<file path="config.mk">
export PLATFORM = sky130hd
export DESIGN_NAME = float_type_stat
export DESIGN_NICKNAME = d
export VERILOG_FILES = /design/src/rtl/float_type_stat.sv
export SDC_FILE = /design/constraint.sdc
export NUM_CORES = 1
export LEC_CHECK = 0
export BUFFER_PORTS_ARGS = -buffer_cell sky130_fd_sc_hd__buf_2
export CAP_MARGIN = 10
export CORE_AREA = 2 2 143 145
export CTS_BUF_LIST = sky130_fd_sc_hd__clkbuf_4
export DETAILED_ROUTE_END_ITERATION = 6
export DIE_AREA = 0 0 145 147
export GPL_TIMING_DRIVEN = 0
export PLACE_DENSITY = 0.57
export SYNTH_ARGS = -nofsm -noshare
export SYNTH_HDL_FRONTEND = slang
export SYNTH_SLANG_ARGS = --single-unit
</file>
<file path="constraint.sdc">
create_clock -name clk -period 2.7 [get_ports clk]
set_clock_uncertainty 0.2 [all_clocks]
set_input_delay 0.135 -clock clk [delete_from_list [all_inputs] [get_ports clk]]
set_output_delay 0.135 -clock clk [all_outputs]
set_load 0.005 [all_outputs]
</file>
<file path="src/rtl/float_type_stat.sv">
// float_type_stat
//   Registered IEEE-754 single-precision classification stage. Words enter
//   over a valid/ready handshake and are held in a 2-entry FIFO. Each entry
//   stores the word together with its one-hot class: {class[4:0], word[31:0]}.
//   Five per-class counters record every accepted word.
//
//   Class bits: 0 zero, 1 normal, 2 subnormal, 3 infinity, 4 NaN. The sign
//   bit is ignored.
//
//   Build option: FLOAT_STAT_SAT_EN
//     defined   - counters saturate at all-ones
//     undefined - counters wrap to zero after all-ones
//
// Ports
//   clk, reset                 clock; asynchronous active-low reset
//   in_valid/in_ready/in_num   upstream word handshake
//   out_valid/out_ready        downstream handshake for the head word
//   out_num/out_type           head word and its one-hot class
//   clr                        synchronous clear of all counters (wins over
//                              a same-cycle accept)
//   cnt_*                      per-class accepted-word counts
module float_type_stat #(
    parameter int CNT_W = 16
) (
    input  logic             clk,
    input  logic             reset,
    input  logic             in_valid,
    output logic             in_ready,
    input  logic [31:0]      in_num,
    output logic             out_valid,
    input  logic             out_ready,
    output logic [31:0]      out_num,
    output logic [4:0]       out_type,
    input  logic             clr,
    output logic [CNT_W-1:0] cnt_zero,
    output logic [CNT_W-1:0] cnt_norm,
    output logic [CNT_W-1:0] cnt_sub,
    output logic [CNT_W-1:0] cnt_inf,
    output logic [CNT_W-1:0] cnt_nan
);

    // state | meaning
    // EMPTY | no word buffered; head outputs invalid
    // ONE   | one word buffered; can accept and pop in the same cycle
    // FULL  | both entries occupied; upstream is stalled
    typedef enum logic [1:0] {EMPTY, ONE, FULL} state_t;

    state_t      state;
    logic [36:0] mem [2];
    logic        rd_ptr;
    logic        wr_ptr;
    logic [4:0]  in_class;
    logic        accept;
    logic        pop;
    logic [36:0] head;

    logic [CNT_W-1:0] cnt [5];

    function automatic logic [4:0] classify(input logic [31:0] num);
        logic [7:0]  e;
        logic [22:0] f;
        e = num[30:23];
        f = num[22:0];
        if (e == 8'd0)
            classify = (f == 23'd0) ? 5'b00001 : 5'b00100;
        else if (e == 8'hFF)
            classify = (f == 23'd0) ? 5'b01000 : 5'b10000;
        else
            classify = 5'b00010;
    endfunction

    function automatic logic [CNT_W-1:0] bump(input logic [CNT_W-1:0] c);
`ifdef FLOAT_STAT_SAT_EN
        bump = (c == {CNT_W{1'b1}}) ? c : c + CNT_W'(1);
`else
        bump = c + CNT_W'(1);
`endif
    endfunction

    assign in_class  = classify(in_num);
    assign in_ready  = (state != FULL);
    assign out_valid = (state != EMPTY);
    assign accept    = in_valid && in_ready;
    assign pop       = out_valid && out_ready;

    // Head is read straight from registered storage, so nothing on the input
    // side reaches the outputs combinationally.
    assign head     = mem[rd_ptr];
    assign out_num  = head[31:0];
    assign out_type = head[36:32];

    always_ff @(posedge clk or negedge reset) begin
        if (!reset) begin
            state  <= EMPTY;
            rd_ptr <= 1'b0;
            wr_ptr <= 1'b0;
            mem[0] <= '0;
            mem[1] <= '0;
        end else begin
            if (accept) begin
                mem[wr_ptr] <= {in_class, in_num};
                wr_ptr      <= ~wr_ptr;
            end
            if (pop)
                rd_ptr <= ~rd_ptr;
            case (state)
                EMPTY: if (accept) state <= ONE;
                ONE: begin
                    if (accept && !pop)
                        state <= FULL;
                    else if (pop && !accept)
                        state <= EMPTY;
                end
                FULL: if (pop) state <= ONE;
                default: state <= EMPTY;
            endcase
        end
    end

    always_ff @(posedge clk or negedge reset) begin
        if (!reset) begin
            for (int i = 0; i < 5; i++)
                cnt[i] <= '0;
        end else if (clr) begin
            for (int i = 0; i < 5; i++)
                cnt[i] <= '0;
        end else if (accept) begin
            for (int i = 0; i < 5; i++)
                if (in_class[i])
                    cnt[i] <= bump(cnt[i]);
        end
    end

    assign cnt_zero = cnt[0];
    assign cnt_norm = cnt[1];
    assign cnt_sub  = cnt[2];
    assign cnt_inf  = cnt[3];
    assign cnt_nan  = cnt[4];

endmodule

</file>
==> out/metrics.csv <==
stage,metric,value,unit
run_status,status,"finished, final reports clean",
sta,crit share post-route,93.1,%
synthesis,"Net Count, Synth",745,
sta,Hold Fails Final Rpt,0,
global_routing,grt ovf,0,
pwr,power share of the clock group,21.1,%
global_routing,initial antenna violation count,1,
route,via count,6326,
critical_path,RR Startpoint,state[0],
clock_tree,H-tree Lvls,4,
clock_tree,root cell of the clock tree,clkbuf_4,
floorplanning,DIE HEIGHT,147,µm
route,Routed WL per cell,17.1,µm
placement,Placer Congestion,0.774,
hold_path,hold_sp,in_num[31],
route,initial DRC count,278,
route,Post-Route WL,20500,µm
floorplanning,row count,52,
placement,DP Wirelength,14400,µm
sta,RSZ-0062 raised after global routing,no,
floorplanning,Core ar.,0.0198,mm²
floorplanning,die area,0.0213,mm²
synthesis,Cells after Synth,702,
sta,Worst Max-Slew Pin Slew,0.751,ns
job,max_cap viols,0,
sta,Finish-stage setup viols,0,
route,via/cell ratio,5.28,
pwr,Sw Ratio,30.4,%
clock_tree,Num Clock Sinks,158,
critical_path,Reg2Reg Depth,7,
pwr,Static Leakage,4.29,nW
critical_path,cell mode on critical path,buf_2,
critical_path,kind of critical path,input pin to register,
synthesis,Main synth FF type,dfrtp_1,
pwr,power density over the cells,702,mW/mm²
synthesis,Mapped Avg Cell Area,11.1,µm²
global_routing,largest net degree at the start of global routing,103,
synthesis,mapped cell area,0.00776,mm²
clock_tree,clock buffer count from CTS,17,
critical_path,cell family with most CP delay,buffers and inverters,
final_layout,layout cell share with drive strength beyond 1,34.3,%
clock_tree,Worst-Skew Late Latency,0.55,ns
critical_path,crit path launch,in_num[6],
final_layout,Layout fillers,1868,
pwr,Combinational Power Share,31.9,%
placement,pre-CTS setup slack,-0.0965,ns
sta,Slew headroom,49.9,%
pwr,Int Pwr,4.69,mW
sta,fmax,398,MHz
critical_path,crit path DAT,2.72,ns
critical_path,Worst path slowest cell,dlygate4sd3_1,
floorplanning,Starting Density,39.1,%
clock_tree,clock tree buffer depth,2,
critical_path,"Buf+Inv Stages, Crit Path",4,
clock_tree,"CTS clk-pin slew, worst paths",0.14,ns
synthesis,ys async rst share,100,%
critical_path,reg-to-reg setup timing slack,0.26,ns
sta,setup slack after layout,0.186,ns
hold_path,Hold Path Class,input pin to register,
critical_path,CP max FO,10,
clock_tree,post-CTS setup buffers,0,
placement,IO Port Bufs,153,
global_routing,vias in the first global route,6028,
global_routing,gr usage total,19.4,%
final_layout,design area,0.00960,mm²
route,drt drc,0,
pwr,register share of total power,46.9,%
critical_path,cell count along the critical path,9,
sta,max-slew violations,0,
synthesis,register area share after synthesis,50.9,%
route,Final ANT Viol Nets,0,
critical_path,reg2reg end,mem[7],
critical_path,crit path capture,cnt_inf[3],
synthesis,Ys Warns,0,
floorplanning,Die X,145,µm
final_layout,layout net count,956,
critical_path,Setup crit start kind,input pin,
route,TritonRoute pass-1 iters,5,
global_routing,global-route wire length before repair,32700,µm
synthesis,Cell variety after synth,50,
final_layout,most frequent cells in the layout,"158 x buf_2, 158 x dfrtp_1, 101 x mux2_2, 46 x nor2_1, 37 x dlygate4sd3_1",
synthesis,post-synthesis register bit count,158,
sta,Final min period,2.51,ns
critical_path,critical path required time,2.91,ns
clock_tree,CTS tree,done,
synthesis,number of synthesized flops with an enable pin,0,
critical_path,CP max stage delay,0.54,ns
critical_path,"Cell Chain, Critical Path",dlygate4sd3_1 -> buf_2 -> nor4_1 -> and2_1 -> buf_2 -> nand3_2 -> clkbuf_1 -> o31ai_1 -> a21oi_1,
critical_path,CP Capture Type,register,
pwr,Psw,2.05,mW
placement,Placed Area,0.00891,mm²
floorplanning,IO Count,156,
final_layout,Layout area overhead,23.7,%
pwr,maximum vdd drop,461,µV
what timing repair did:
item | in CTS | in global routing
resized for setup | 4 | 4
hold endpoints to repair | 282 | 0
pin swaps | 0 | 0
setup endpoints to repair | 53 | 54
hold buffers | 38 | 0
cell usage after synthesis (all sizes together), types with 16 or more instances:
master | n | area, µm²
dfrtp | 158 | 3950
clkbuf | 23 | 86.3
nor4 | 16 | 149
xnor2 | 18 | 158
nand3 | 25 | 130
xor2 | 21 | 184
nor2 | 47 | 179
inv | 16 | 60.1
o21ai | 34 | 170
a21oi | 36 | 180
mux2 | 101 | 1140
nand4 | 29 | 188
nand2 | 34 | 128
or3 | 19 | 119
kinds of logic (layout without fill, tap and decap cells):
| logic type | count (synthesis) | in the layout | synth area share [%] |
|---|---|---|---|
| other | 0 | 1 | 0 |
| adders and majority gates | 6 | 6 | 0.967 |
| and+or+nand+nor | 233 | 233 | 17.2 |
| DFF | 158 | 158 | 50.9 |
| buffers and inverters | 51 | 275 | 2.71 |
| AOI/OAI and AO/OA | 108 | 108 | 8.43 |
| xor gates and xnor gates | 39 | 39 | 4.40 |
| muxes | 107 | 107 | 15.4 |
power groups by stage:
stage / sequential [mW] / clock, mW / combinational [mW]
after floorplan: 3.12 / 0 / 1.40
after global placement: 3.19 / 0 / 2.10
after detailed placement: 3.21 / 0 / 2.14
after CTS: 3.16 / 1.48 / 2.19
after global routing: 3.24 / 1.57 / 2.35
final: 3.16 / 1.42 / 2.15
metrics by stage:
stage / TNS (ns) / cells / hold WS [ns] / total power [mW] / utilization (%)
2_1_floorplan: 0 / 702 / -0.361 / 4.53 / -
3_3_place_gp: -207.23 / 1125 / 0.188 / 5.29 / 44.7
3_5_place_dp: -2.59 / 1126 / -0.0989 / 5.35 / 44.9
4_1_cts: 0 / 1196 / 0.0820 / 6.84 / 48.3
5_1_grt: 0 / 1197 / 0.0964 / 7.16 / 48.4
6_report: 0 / 1197 / 0.153 / 6.74 / 48.4
how the worst min path moves through the flow:
stage | to | cells past startpoint
floorplan | cnt_inf[0] | 0
global placement | mem[31] | 2
detailed placement | mem[31] | 1
CTS | state[1] | 3
global route | mem[68] | 3
finish | mem[68] | 3
per-layer routing:
| metal | global-route usage [%] | wire length, µm | up-vias |
|---|---|---|---|
| li1 | - | - | 3026 |
| met4 | 5.00 | 187 | 0 |
| met5 | 0 | 0 | - |
| met1 | 27.6 | 9470 | 3140 |
| met3 | 3.98 | 966 | 12 |
| met2 | 30.3 | 9850 | 148 |
worst min-delay path: cells and delay by family:
kind     cells  cell delay [ns]
mux          1             0.13
buf+inv      2             0.63
layout make-up:
| cell class | count | area (µm²) | share of cell area, % |
|---|---|---|---|
| Tap cell | 270 | 338 | 3.52 |
| Buffer | 34 | 150 | 1.56 |
| Clock buffer | 17 | 128 | 1.33 |
| Timing Repair Buffer | 192 | 1200 | 12.5 |
| Multi-Input combinational cell | 493 | 3620 | 37.7 |
| Antenna cell | 1 | 2.50 | 0.0261 |
| Clock inverter | 15 | 146 | 1.52 |
| Sequential cell | 158 | 3950 | 41.2 |
| Inverter | 17 | 65.1 | 0.678 |
state kept, by name, indices dropped and copies added (netlist names):
signal and count:
mem 74, state 2, cnt_zero 16, rd_ptr 1, cnt_nan 16, cnt_inf 16, cnt_norm 16, cnt_sub 16
wr_ptr 1
No activity file was read; power rests on OpenSTA's default activity.
